===== config.mk =====
export PLATFORM = sky130hd
export DESIGN_NAME = serializer_hs
export DESIGN_NICKNAME = d
export VERILOG_FILES = /design/src/rtl/serializer_hs.sv
export SDC_FILE = /design/constraint.sdc
export NUM_CORES = 1
export LEC_CHECK = 0
export ABC_AREA = 1
export ABC_CLOCK_PERIOD_IN_PS = 2000
export CORE_ASPECT_RATIO = 0.75
export CORE_MARGIN = 1.5
export CORE_UTILIZATION = 25
export DETAILED_ROUTE_END_ITERATION = 7
export SYNTH_ARGS = -nofsm -noshare
export SYNTH_HDL_FRONTEND = slang
export SYNTH_SLANG_ARGS = --single-unit
export TNS_END_PERCENT = 50

===== constraint.sdc =====
create_clock -name clk_i -period 2 [get_ports clk_i]
set_input_delay 0.3 -clock clk_i [delete_from_list [all_inputs] [get_ports clk_i]]
set_output_delay 0.3 -clock clk_i [all_outputs]
set_load 0.02 [all_outputs]

===== src/rtl/serializer_hs.sv =====
// serializer_hs: parallel-to-serial converter with a one-word holding buffer.
// Words carry an MSB-aligned payload whose bit count is given by data_mod_i
// (0 means a full DATA_W-bit word). The payload is shifted out MSB-first, one
// bit per cycle in which the downstream asserts ser_ready_i.
//
// Handshake: a serial bit moves on every rising edge where ser_data_val_o and
// ser_ready_i are both high. While ser_ready_i is low the bit, the valid flag
// and all internal state hold. Upstream offers a word with data_val_i. The word
// is taken on an edge where busy_o is low and its length is at least 3. There
// is no per-word acknowledge, so the offering side must watch busy_o.
module serializer_hs #(
   parameter int DATA_W = 16,
   parameter int MOD_W  = $clog2(DATA_W)
) (
   input  logic              clk_i,
   input  logic              arst_n_i,
   input  logic [DATA_W-1:0] data_i,
   input  logic [MOD_W-1:0]  data_mod_i,
   input  logic              data_val_i,
   input  logic              ser_ready_i,
   output logic              ser_data_o,
   output logic              ser_data_val_o,
   output logic              busy_o,
   output logic              word_done_o,
   output logic              dbg_state_o
);

   localparam int CNT_W = MOD_W + 1;

   typedef enum logic {
      IDLE  = 1'b0,
      SHIFT = 1'b1
   } state_t;

   state_t              state_q, state_d;
   logic [DATA_W-1:0]   shreg_q, shreg_d;
   logic [CNT_W-1:0]    cnt_q, cnt_d;
   logic [DATA_W-1:0]   hold_data_q, hold_data_d;
   logic [CNT_W-1:0]    hold_cnt_q, hold_cnt_d;
   logic                hold_full_q, hold_full_d;
   logic                done_q, done_d;

   logic [CNT_W-1:0]    len;
   logic                accept;
   logic                xfer;
   logic                last_xfer;

   // Decode the offered word length and the per-edge events.
   always_comb begin
      len       = (data_mod_i == '0) ? CNT_W'(DATA_W) : {1'b0, data_mod_i};
      // Words of one or two bits are not worth framing and are dropped.
      accept    = data_val_i && !hold_full_q && (len >= CNT_W'(3));
      xfer      = (state_q == SHIFT) && ser_ready_i;
      last_xfer = xfer && (cnt_q == CNT_W'(1));
   end

   // Next-state logic: shift, reload from hold or input, and park in hold.
   always_comb begin
      shreg_d     = shreg_q;
      cnt_d       = cnt_q;
      hold_data_d = hold_data_q;
      hold_cnt_d  = hold_cnt_q;
      hold_full_d = hold_full_q;
      done_d      = last_xfer;
      state_d     = state_q;

      if (xfer) begin
         shreg_d = {shreg_q[DATA_W-2:0], 1'b0};
         cnt_d   = cnt_q - CNT_W'(1);
      end

      // Handoff on the last bit: the held word wins, otherwise a word offered
      // on this same edge goes straight into the shifter (no bubble either way).
      if (last_xfer && hold_full_q) begin
         shreg_d     = hold_data_q;
         cnt_d       = hold_cnt_q;
         hold_full_d = 1'b0;
      end

      if (accept) begin
         if ((state_q == IDLE) || last_xfer) begin
            shreg_d = data_i;
            cnt_d   = len;
         end else begin
            hold_data_d = data_i;
            hold_cnt_d  = len;
            hold_full_d = 1'b1;
         end
      end

      state_d = (cnt_d != '0) ? SHIFT : IDLE;
   end

   // State registers; reset aborts any word in flight without a done pulse.
   always_ff @(posedge clk_i or negedge arst_n_i) begin
      if (!arst_n_i) begin
         state_q     <= IDLE;
         shreg_q     <= '0;
         cnt_q       <= '0;
         hold_data_q <= '0;
         hold_cnt_q  <= '0;
         hold_full_q <= 1'b0;
         done_q      <= 1'b0;
      end else begin
         state_q     <= state_d;
         shreg_q     <= shreg_d;
         cnt_q       <= cnt_d;
         hold_data_q <= hold_data_d;
         hold_cnt_q  <= hold_cnt_d;
         hold_full_q <= hold_full_d;
         done_q      <= done_d;
      end
   end

   assign ser_data_val_o = (state_q == SHIFT);
   assign ser_data_o     = (state_q == SHIFT) && shreg_q[DATA_W-1];
   assign busy_o         = hold_full_q;
   assign word_done_o    = done_q;
   assign dbg_state_o    = state_q;

endmodule


Yosys cells after proc, flatten, opt, wreduce, memory -nomap -nowiden
Index checks and enable logic that the tools add are counted.
{"block": "classes", "n_lt_le_gt_ge": 1, "n_eq_ne": 1, "addsub": 1, "n_mux": 13, "n_reduce_logical": 11, "n_bitwise": 2}
{"cell": "16-bit 2-to-1 mux", "count": 4}
{"cell": "5-bit 2-to-1 mux", "count": 5}
{"cell": "1-bit logical AND", "count": 6}
{"cell": "5-bit by 1-bit equality test with 1-bit output, second input constant", "count": 1}
{"cell": "5-bit by 2-bit >= comparator with 1-bit output, second input constant", "count": 1}
{"cell": "5-bit nonzero test", "count": 1}
{"cell": "5-bit by 1-bit subtractor with 5-bit output, second input constant", "count": 1}
{"cell": "4-bit logical NOT", "count": 1}
{"cell": "1-bit 2-to-1 mux", "count": 4}
{"cell": "1-bit inverter", "count": 2}
{"cell": "2-bit AND reduction", "count": 1}
{"cell": "1-bit logical NOT", "count": 1}
{"cell": "1-bit logical OR", "count": 1}
{"block": "totals", "inputBits": 24, "regBits": 45}

Logic depth before layout (Yosys ltp)
{"block": "depth", "ltp_word": 8, "mapped_depth": 13, "depth_no_buf": 12}

Least setup slack after synthesis
Ideal clock, no wire load.
{"block": "synth_path", "kind": "register to register", "startpoint": "register cnt_q[1]", "endpoint": "register hold_data_q[10]", "required_ps": 1875, "path_stages_with_launch": 10, "path_buffers": 1, "t_arrival_ps": 1578, "period_less_slack_ps": 1703, "path_slack_ps": 297, "cell_sequence": "dfrtp_1 -> inv_1 -> ha_1 -> nand2_2 -> inv_1 -> nand3_2 -> nand2_2 -> nor2_4 -> buf_6 -> mux2_2"}
{"block": "synth_between", "elab_chain_len": 5}
{"item": "start: declaration", "line_no": "37", "text": "logic [CNT_W-1:0] cnt_q, cnt_d;"}
{"item": "start signal: assignment", "line_no": "107", "text": "cnt_q <= cnt_d;"}
{"item": "5-bit by 1-bit equality test with 1-bit output", "line_no": "54", "text": "last_xfer = xfer && (cnt_q == CNT_W'(1));"}
{"item": "1-bit logical AND", "line_no": "54"}
{"item": "1-bit logical OR", "line_no": "81", "text": "if ((state_q == IDLE) || last_xfer) begin"}
{"item": "1-bit inverter (no source line)"}
{"item": "2-bit AND reduction (no source line)"}
{"item": "end signal: assignment", "line_no": "108", "text": "hold_data_q <= hold_data_d;"}
{"item": "end: declaration", "line_no": "38", "text": "logic [DATA_W-1:0] hold_data_q, hold_data_d;"}
Every way passes these cells.
A chain may end at the register's enable or synchronous reset.

Final worst setup path
{"block": "layout_path", "startpoint": "register state_q (netlist: dbg_state_o)", "endpoint": "output ser_data_o"}
{"block": "layout_between", "elab_chain_len": 1}
{"item": "start: declaration", "line_no": "35", "text": "state_t state_q, state_d;"}
{"item": "start signal: assignment", "line_no": "105", "text": "state_q <= state_d;"}
{"item": "1-bit logical AND", "line_no": "116", "text": "assign ser_data_o = (state_q == SHIFT) && shreg_q[DATA_W-1];"}
{"item": "end: declaration", "line_no": "21", "text": "output logic ser_data_o,"}
Every way passes these cells.

==> metrics.csv <==
metric;value;unit
ys_warn_count;0;
ys.flop_type;dfrtp_1;
fillers;923;
drv_cap;0;
synth_most_common_cell;nand2_1;
ff_latch_area;1130;sq um
cp-start-kind;flop;
cts_hold_buffers;0;
cts_resized;0;
r2r_cells;12;
synth_top_cells_by_area;dfrtp_1 48%, nand2_1 11%, mux2_2 7.2%;
grt_pass1_vias;1877;
synth_top_area_share;48.2;%
overflow;0;
synth_edf_count;0;
whs;-0.0153;ns
seq_area_frac_synth;48.2;%
fp.dieH;86.7;um
fin_area;2950;sq um
synth_nets;299;
vias;1941;
track_usage;11.8;%
async_flop_share;100;%
core-area;9050;sq um
post-dp-hpwl;3.80;mm
drt_iter0_markers;171;
criticalPathCategory;reg -> out;
worstPathMaxFanout;6;
combPwrFrac;39.1;%
placed_cell_area;2810;sq um
worstPathArrival;1.54;ns
cts-htree-levels;2;
drive_gt1_share;15.3;%
clockBufferDepth;2;
switching_share;36.4;%
syn_area_per_cell;8.56;sq um
clk_pin_slew;0.06;ns
area_growth;26.2;%
grt_max_degree;30;
post-route-min-period;1.84;ns
routedWlPerCell;12.6;um
clkSinkCount;45;
clock_latency;0.28;ns
p_leak;1.36;nW
clock.fmax;0.543;GHz
finalHoldViolCount;19;
ir_drop;494;uV
min_path_type;in -> async;
avgViaCountPerCell;4.45;
postRouteAntennaNets;0;
synthDistinctLibCells;28;
rows;30;
cts_buffers;5;
netlist_area;2340;sq um
antenna_found_initial;0;
multiInputGateArea;1030;sq um
synth_commonest_cells;70 x nand2_1, 45 x dfrtp_1, 27 x nor2_1;
status;finished with violations;
worst_pin_slew;0.511;ns
period_share;92.1;%
final_net_count;333;
max-slew-margin-rel;66.0;%
ios;29;
pwr-share-clk;20.2;%
fp.dieW;115;um
antenna_cells;0;
instances_no_fill;436;
sequentialPowerShare;40.7;%
r2r_slack;0.16;ns
first_pass_iters;4;
drc;0;
power_density;1340;nW/um^2
synth_cells;273;
die-area;9940;sq um
dpl.cell_count;428;
synth.largest_area_cell;dfrtp_1;
cts_tree;yes;
r2r_start;cnt_q[1];
cts_setup_buffers;0;
fin_worst_skew;0.00285;ns
ys_ff_latch;45;
critPathCaptureType;output pin;
rsz0062_at_grt;false;
gp_congestion;0.813;
finalSetupViolCount;0;
utilization;32.6;%
start_util;25.8;%
p_switching;0.00144;W
worstPathRequired;1.70;ns
fin_setup_tns;0;ns
r2r_end;dbg_state_o;
wl;5.50;mm
grt_pass1_wl;9.20;mm
violations;negative hold slack;
cts-root-buf;clkbuf_16;
internal-power;0.00251;W
io_buffers;28;
drv_slew;0;
## worst max path at each step
stage,from,end
global route,cnt_q[1],dbg_state_o
floorplan,cnt_q[1],hold_data_q[10]
finish,dbg_state_o,ser_data_o
global placement,ser_ready_i,dbg_state_o
CTS,dbg_state_o,ser_data_o
detailed placement,ser_ready_i,dbg_state_o
## kinds of logic (layout without fill, tap and decap cells)
group	count (synthesis)	count (layout)	synth area share [%]
adders and majority gates	2	2	1.07
buffers and inverters	36	71	7.82
DFF	45	45	48.2
xor gates and xnor gates	1	1	0.375
and+or+nand+nor	131	131	25.2
muxes	17	17	8.19
AOI/OAI and AO/OA	41	41	9.15
## worst max-delay path: stages (launching register included)
cell	delay, ns
dfrtp_1	0.48
nand2_1	0.11
inv_1	0.07
clkdlybuf4s50_1	0.60
## cell usage in the layout (no fill, tap or decap)
master / n
nand2_1: 70
dfrtp_1: 45
nor2_1: 27
clkdlybuf4s50_1: 27
inv_1: 21
o21ai_0: 19
nand3_1: 19
mux2_2: 15
a21oi_1: 12
buf_4: 10
o21ai_1: 6
clkbuf_16: 5
nand2_2: 3
nor2_4: 3
o211ai_1: 3
buf_12: 3
nand4_1: 2
nor2_2: 2
mux2_1: 2
ha_1: 2
clkbuf_1: 2
clkinv_2: 1
nand2_4: 1
nor2_8: 1
nand3_2: 1
or2_1: 1
xor2_1: 1
nor3_1: 1
o22ai_1: 1
clkinvlp_4: 1
buf_2: 1
## registers in the layout (all words and copies together), names as in the netlist
register     cells
hold_cnt_q       5
cnt_q            5
busy_o           1
hold_data_q     16
dbg_state_o      1
shreg_q         16
word_done_o      1
## power by group through the flow
| stage | Sequential, W | Clock (W) | Combinational (W) |
|---|---|---|---|
| global placement | 0.00161 | 0 | 0.00150 |
| detailed placement | 0.00162 | 0 | 0.00155 |
| global route | 0.00167 | 0.000870 | 0.00175 |
| floorplan | 0.00157 | 0 | 0.00113 |
| finish | 0.00161 | 0.000800 | 0.00154 |
| CTS | 0.00161 | 0.000836 | 0.00155 |
## through the flow
| stage | setup slack (ns) | power (W) |
|---|---|---|
| CTS | 0.107 | 0.00400 |
| global route | 0.0531 | 0.00429 |
| global placement | 0.0623 | 0.00312 |
| detailed placement | 0.0380 | 0.00317 |
| floorplan | 0.297 | 0.00270 |
| finish | 0.158 | 0.00395 |
## final cells by class
| type | instances | share of cell area (%) |
|---|---|---|
| sequential | 45 | 38.2 |
| multi-input combinational | 192 | 34.9 |
| timing repair buffer | 41 | 13.9 |
| tap | 128 | 5.43 |
| clock buffer | 7 | 4.50 |
| inverter | 22 | 2.84 |
| clock inverter | 1 | 0.255 |
## layer usage
layer | wire length (um) | track usage, %
met1 | 2640 | 16.5
met2 | 2490 | 18.0
met3 | 300 | 2.73
met4 | 71 | 4.32
met5 | 0 | 0
(Power assumes the default switching activity.)
